===== config.mk =====
export PLATFORM = sky130hd
export DESIGN_NAME = latch_write_ctrl
export DESIGN_NICKNAME = d
export VERILOG_FILES = /design/src/rtl/latch_write_ctrl.sv
export SDC_FILE = /design/constraint.sdc
export NUM_CORES = 1
export LEC_CHECK = 0
export CAP_MARGIN = 20
export CORE_ASPECT_RATIO = 1.25
export CORE_MARGIN = 4
export CORE_UTILIZATION = 40
export CTS_BUF_LIST = sky130_fd_sc_hd__clkbuf_4 sky130_fd_sc_hd__clkbuf_8 sky130_fd_sc_hd__clkbuf_16
export CTS_CLUSTER_SIZE = 16
export DETAILED_ROUTE_END_ITERATION = 8
export DONT_BUFFER_PORTS = 1
export MAX_ROUTING_LAYER = met4
export PLACE_DENSITY_LB_ADDON = 0.08
export SYNTH_ARGS = -nofsm -noshare
export SYNTH_HDL_FRONTEND = slang
export SYNTH_SLANG_ARGS = --single-unit

===== constraint.sdc =====
create_clock -name clk -period 4.2 [get_ports clk]
set_input_delay 0.21 -clock clk [delete_from_list [all_inputs] [get_ports clk]]
set_output_delay 0.21 -clock clk [all_outputs]
set_load 0.01 [all_outputs]

===== src/rtl/latch_write_ctrl.sv =====
// Write controller for a level-sensitive D-latch array: accepts a word over
// valid/ready and drives D/en with a fixed setup -> pulse -> hold sequence.
module latch_write_ctrl #(
    parameter int unsigned WIDTH     = 4,
    parameter int unsigned SETUP_CYC = 1,
    parameter int unsigned PULSE_CYC = 1,
    parameter int unsigned HOLD_CYC  = 1
) (
    input  logic             clk,
    input  logic             rst_n,
    input  logic             in_valid,
    input  logic [WIDTH-1:0] in_data,
    output logic             in_ready,
    output logic [WIDTH-1:0] D,
    output logic             en,
    output logic             busy,
    output logic             done,
    output logic [7:0]       wr_count
);

    localparam int unsigned CNT_W = 8;

    typedef enum logic [1:0] {
        IDLE  = 2'd0,
        SETUP = 2'd1,
        PULSE = 2'd2,
        HOLD  = 2'd3
    } state_t;

    state_t           state;
    logic [CNT_W-1:0] cnt;

    // Async reset clears en immediately so an interrupted pulse never lingers.
    always_ff @(posedge clk or negedge rst_n) begin
        if (!rst_n) begin
            state    <= IDLE;
            D        <= '0;
            en       <= 1'b0;
            in_ready <= 1'b1;
            busy     <= 1'b0;
            done     <= 1'b0;
            wr_count <= 8'd0;
            cnt      <= '0;
        end else begin
            done <= 1'b0;
            case (state)
                IDLE: begin
                    if (in_valid) begin
                        state    <= SETUP;
                        D        <= in_data;
                        in_ready <= 1'b0;
                        busy     <= 1'b1;
                        cnt      <= CNT_W'(SETUP_CYC - 1);
                    end
                end
                SETUP: begin
                    if (cnt == '0) begin
                        state <= PULSE;
                        en    <= 1'b1;
                        cnt   <= CNT_W'(PULSE_CYC - 1);
                    end else begin
                        cnt <= cnt - CNT_W'(1);
                    end
                end
                PULSE: begin
                    if (cnt == '0) begin
                        state <= HOLD;
                        en    <= 1'b0;
                        cnt   <= CNT_W'(HOLD_CYC - 1);
                    end else begin
                        cnt <= cnt - CNT_W'(1);
                    end
                end
                HOLD: begin
                    // D is left untouched here so the latches see it stable after en falls.
                    if (cnt == '0) begin
                        state    <= IDLE;
                        in_ready <= 1'b1;
                        busy     <= 1'b0;
                        done     <= 1'b1;
                        wr_count <= wr_count + 8'd1;
                    end else begin
                        cnt <= cnt - CNT_W'(1);
                    end
                end
                default: begin
                    state    <= IDLE;
                    en       <= 1'b0;
                    in_ready <= 1'b1;
                    busy     <= 1'b0;
                end
            endcase
        end
    end

endmodule

==> results of run 1 <==
final cells by class:
| class | instances | area [sq um] |
|---|---|---|
| Fill cell | 299 | 1720 |
| Sequential cell | 26 | 652 |
| Multi-Input combinational cell | 88 | 652 |
| Tap cell | 37 | 46.3 |
| Clock buffer | 3 | 41.3 |
| Clock inverter | 1 | 30.0 |
| Timing Repair Buffer | 2 | 30.0 |
| Inverter | 5 | 18.8 |
how the worst min path moves through the flow:
stage | slack [ns] | from | endpoint | depth (start not counted)
6_report | 0.08 | in_data[1] | D[1] | 1
5_1_grt | 0.08 | in_data[2] | D[2] | 1
4_1_cts | 0.08 | in_data[2] | D[2] | 1
3_5_place_dp | -0.08 | rst_n | cnt[1] | 0
3_3_place_gp | -0.08 | rst_n | cnt[1] | 0
2_1_floorplan | -0.09 | rst_n | D[0] | 0
cells by family after synthesis:
| family | share of synthesized area (%) |
|---|---|
| AOI/OAI and AO/OA | 10.2 |
| adders and majority gates | 7.57 |
| muxes | 5.87 |
| buffers and inverters | 1.42 |
| DFF | 49.3 |
| and+or+nand+nor | 19.7 |
| xor gates and xnor gates | 5.96 |
critical path, cell delays in order (launching register included):
cell     delay [ns]
dfrtp_1        0.46
or4_4          0.62
nor4_4         0.25
o21a_2         0.21
mux2_1         0.31
registers in the layout (all words and copies together), names as in the netlist:
register / cells
state: 2
done: 1
in_ready: 1
en: 1
busy: 1
D: 4
cnt: 8
wr_count: 8
layout by cell type, fill, tap and decap left out, types with 5 or more instances in the layout:
cell type and count:
dfrtp_1 25, a21oi_1 11, ha_1 8, nand2_1 7
xnor2_1 6, nor2_1 6, inv_1 5, nand3_1 5
mux2_2 5, nand4_1 5
power by group:
group | switching (mW) | total [mW] | internal (mW)
Clock | 0.0826 | 0.210 | 0.128
Sequential | 0.114 | 0.457 | 0.343
Combinational | 0.276 | 0.500 | 0.224
Total | 0.472 | 1.17 | 0.695
layer usage:
layer	part of all wire, %	up-vias	GRT usage, %
met5	0	-	-
met2	49	20	20.8
met4	1.5	0	4.53
li1	-	448	-
met1	44	436	15.9
met3	5.3	4	3.38
==> results.py, run 1 <==
metrics = {
    "synthesis": {
        "syn-cell-area_sq_um": 1320,
        "synth_common_cells": "dfrtp_1 (25), a21oi_1 (11), ha_1 (8), nand2_1 (7)",
        "yosysSeqAreaShare_pct": 49.3,
        "synth_edf_count": 0,
        "synth_ff_type": "dfrtp_1",
        "synth_top_area_share_pct": 47.3,
        "yosysMostFrequentCell": "dfrtp_1",
        "synth_area_leaders": "dfrtp_1 (47%), ha_1 (7.6%), mux2_2 (4.3%)",
        "ys_ff_latch": 26,
        "synth_nets": 134,
        "syn_inst": 119,
        "synthArstFlopShare_pct": 100,
        "ys_warn_count": 0,
        "synth_area_per_cell_sq_um": 11.1,
        "yosysTopAreaCell": "dfrtp_1",
        "yosysUniqueCellTypes": 37,
    },
    "power": {
        "total_power_mw": 1.17,
        "vdd_drop_max_mv": 0.418,
        "pwr_density_cell_nw_per_um2": 794,
        "p_leak_nw": 0.640,
    },
    "finish": {
        "final_cells": 162,
        "syn_to_final_growth_pct": 11.2,
        "diodes": 0,
        "drive_gt1_share_pct": 13.6,
        "utilization_pct": 46.0,
        "fin_nets": 141,
        "final_area_sq_um": 1470,
    },
    "worst_setup_path": {
        "worstReg2RegStart": "cnt[2]",
        "worst-r2r-setup-slack_ns": 2.24,
        "cp-endpoint": "state[1]",
        "r2r_end": "state[1]",
        "crit_start": "cnt[2]",
        "r2r_cells": 4,
        "start_kind": "flip-flop",
        "crit_path_end_kind": "flip-flop",
        "cp.arrival_ns": 2.13,
        "cp.required_ns": 4.36,
        "crit_type": "reg2reg",
        "cp_max_fo": 7,
    },
    "placed_design": {
        "gp_congestion": 0.693,
        "placed_area_sq_um": 1370,
        "io_buffers": 0,
        "place_inst": 156,
        "dp_slack_ns": 2.25,
        "hpwlAfterDp_mm": 1.89,
    },
    "floorplanning": {
        "dieWidth_um": 59.4,
        "core_area_sq_um": 3190,
        "fp-row-count": 23,
        "initial_core_util_pct": 41.4,
        "die_area_sq_um": 4300,
        "die_y_um": 72.3,
        "ios": 23,
    },
    "detailed_routing": {
        "avgRoutedWirePerCell_um": 15.8,
        "drc": 0,
        "viasPerCell": 5.60,
        "wirelength_mm": 2.56,
        "num_vias": 908,
        "drt_iter0_drc": 32,
        "drt_first_pass_iters": 4,
        "postRouteAntennaNets": 0,
    },
    "grt": {
        "grt_usage_pct": 13.1,
        "grt_start_max_net_pins": 27,
        "grt_first_pass_wirelength_mm": 4.26,
        "overflow": 0,
        "antenna_found_initial": 0,
        "grt_pass1_vias": 921,
    },
    "sta": {
        "max_freq_mhz": 510,
        "hold_slack_ns": 0.0813,
        "setup_slack_ns": 2.24,
        "relSlewSlack_pct": 55.2,
        "setup_tns_ns": 0,
        "rsz0062_at_grt": "no",
        "finClkSkew_ns": 0.00139,
        "hold_violations": 0,
        "fin_crit_ns": 1.96,
        "setup_violations": 0,
        "worst_pin_slew_ns": 0.665,
        "fin_crit_sh_pct": 46.7,
        "drv_slew": 0,
    },
    "clocking": {
        "clock_path_buffers": 2,
        "cts_tree": "built",
        "htree_levels": 1,
        "clkLatencyLatePin_ns": 0.27,
        "cts-buffers-inserted": 3,
        "cts_resized": 0,
        "clkTransAtPathRegs_ns": 0.09,
        "cts.sinks": 26,
        "cts-root-buf": "clkbuf_8",
        "hold_buffers": 2,
        "post_cts_buffers": 0,
    },
    "job": {
        "maxCapViolations": 0,
    },
    "worst_hold_path": {
        "hp-class": "in2reg",
    },
    "run_status": {
        "run_status": "complete, no violations",
    },
}
No activity file was read; power rests on OpenSTA's default activity.
==> inputs of run 2 (changes only) <==
==> constraint.sdc (replaced) <==
create_clock -name clk -period 1.8 [get_ports clk]
set_input_delay 0.09 -clock clk [delete_from_list [all_inputs] [get_ports clk]]
set_output_delay 0.09 -clock clk [all_outputs]
set_load 0.01 [all_outputs]
==> run 2 against run 1 <==
  * Cell count rose by 12%
  * Combinational power rose to 3.2 times the previous value
  * First-iteration DRC count fell by 16%
  * Register-to-register slack got worse by 2.2 ns
  * Critical endpoint is now wr_count[1]
  * Largest power group unchanged
==> results.py, run 2 (synthesized netlist as in run 1, its figures left out) <==
metrics = {
    "worst_setup_path": {
        "r2r_cells": 3,
        "crit_type": "reg2reg",
        "cp.arrival_ns": 1.89,
        "start_kind": "flip-flop",
        "crit_start": "cnt[3]",
        "worstReg2RegStart": "cnt[3]",
        "r2r_end": "wr_count[1]",
        "worst-r2r-setup-slack_ns": 0.07,
        "cp.required_ns": 1.96,
        "cp_max_fo": 10,
        "crit_path_end_kind": "flip-flop",
        "cp-endpoint": "wr_count[1]",
    },
    "floorplanning": {
        "dieWidth_um": 59.4,
        "die_y_um": 72.3,
        "initial_core_util_pct": 41.4,
        "die_area_sq_um": 4300,
        "fp-row-count": 23,
        "ios": 23,
        "core_area_sq_um": 3190,
    },
    "finish": {
        "drive_gt1_share_pct": 27.8,
        "final_area_sq_um": 1670,
        "diodes": 0,
        "final_cells": 181,
        "fin_nets": 160,
        "final_cell_mix": "dfrtp_1 (25), buf_4 (15), a21oi_1 (11), nand2_1 (7), ha_1 (7)",
        "final_common_cell": "dfrtp_1",
        "reg_top3": "cnt x8, wr_count x8, D x4",
        "utilization_pct": 52.2,
        "syn_to_final_growth_pct": 26.1,
    },
    "placed_design": {
        "io_buffers": 0,
        "placed_area_sq_um": 1460,
        "place_inst": 168,
        "hpwlAfterDp_mm": 2.05,
        "gp_congestion": 0.778,
    },
    "detailed_routing": {
        "avgRoutedWirePerCell_um": 15.3,
        "top_layer_used": "met4",
        "drt_iter0_drc": 27,
        "num_vias": 997,
        "drc": 0,
        "drt_first_pass_iters": 4,
        "postRouteAntennaNets": 0,
        "met1_length_mm": 1.14,
        "wl_met2_mm": 1.46,
        "viasPerCell": 5.51,
        "dr_wl_met3_um": 150,
        "wirelength_mm": 2.77,
    },
    "clocking": {
        "clkTransAtPathRegs_ns": 0.09,
        "clkLatencyLatePin_ns": 0.27,
        "cts-buffers-inserted": 3,
        "cts-root-buf": "clkbuf_8",
        "cts_tree": "built",
        "htree_levels": 1,
        "clock_path_buffers": 2,
        "cts.sinks": 26,
    },
    "sta": {
        "setup_tns_ns": 0,
        "fin_crit_ns": 1.73,
        "drv_slew": 0,
        "max_freq_mhz": 579,
        "rsz0062_at_grt": "yes",
        "fin_crit_sh_pct": 95.9,
        "hold_violations": 0,
        "relSlewSlack_pct": 74.5,
        "setup_violations": 0,
        "finClkSkew_ns": 0.00266,
        "worst_pin_slew_ns": 0.382,
    },
    "grt": {
        "grt_usage_pct": 14.9,
        "grt_pass1_vias": 1073,
        "grt_first_pass_wirelength_mm": 4.83,
        "grt_start_max_net_pins": 27,
        "antenna_found_initial": 0,
        "overflow": 0,
    },
    "run_status": {
        "run_status": "complete, no violations",
    },
    "worst_hold_path": {
        "hp-class": "in2reg",
    },
    "job": {
        "maxCapViolations": 0,
    },
    "power": {
        "vdd_drop_max_mv": 0.904,
        "total_power_mw": 3.11,
        "pwr_density_cell_nw_per_um2": 1860,
        "p_leak_nw": 0.742,
    },
}
## run 2: worst max-delay path, cell delays in order (launching register included)
cell and delay (ns):
dfrtp_1 0.39, or4_4 0.59, nor2_4 0.28, mux2_2 0.36
## run 2: worst min path at each step
stage	to	slack, ns	cells past startpoint	start
floorplan	D[0]	-0.21	0	rst_n
global placement	cnt[4]	-0.20	0	rst_n
global route	busy	0.02	2	in_valid
detailed placement	done	-0.20	0	rst_n
finish	busy	0.02	2	in_valid
CTS	busy	0.01	2	in_valid
## run 2: metrics by stage
stage          hold slack [ns]  worst slack [ns]
5_1_grt                 0.0203          -0.00502
2_1_floorplan           -0.206           -0.0575
3_3_place_gp            -0.205            0.0644
3_5_place_dp            -0.205            0.0329
4_1_cts                 0.0139            0.0106
6_report                0.0194            0.0734
## run 2: metal layers
layer / GRT usage [%] / vias up
met1: 17.2 / 491
met4: 4.79 / 0
li1: - / 483
met3: 3.74 / 2
met5: - / -
met2: 25.0 / 21
## run 2: repair_timing
| action | in CTS | in global routing |
|---|---|---|
| hold buffers | 6 | 0 |
| resized for setup | 0 | 9 |
| buffers inserted | 0 | 3 |
| setup endpoints to repair | 0 | 7 |
| hold endpoints to repair | 30 | 0 |
## run 2: final cells by class
class / instances / area, sq um
tap: 37 / 46.3
timing repair buffer: 21 / 183
clock buffer: 3 / 41.3
inverter: 5 / 18.8
fill: 279 / 1530
clock inverter: 1 / 30.0
multi-input combinational: 88 / 697
sequential: 26 / 652
## run 2: power breakdown
group	internal, mW	switching [mW]
Clock	0.297	0.184
Combinational	0.819	0.760
Sequential	0.801	0.247
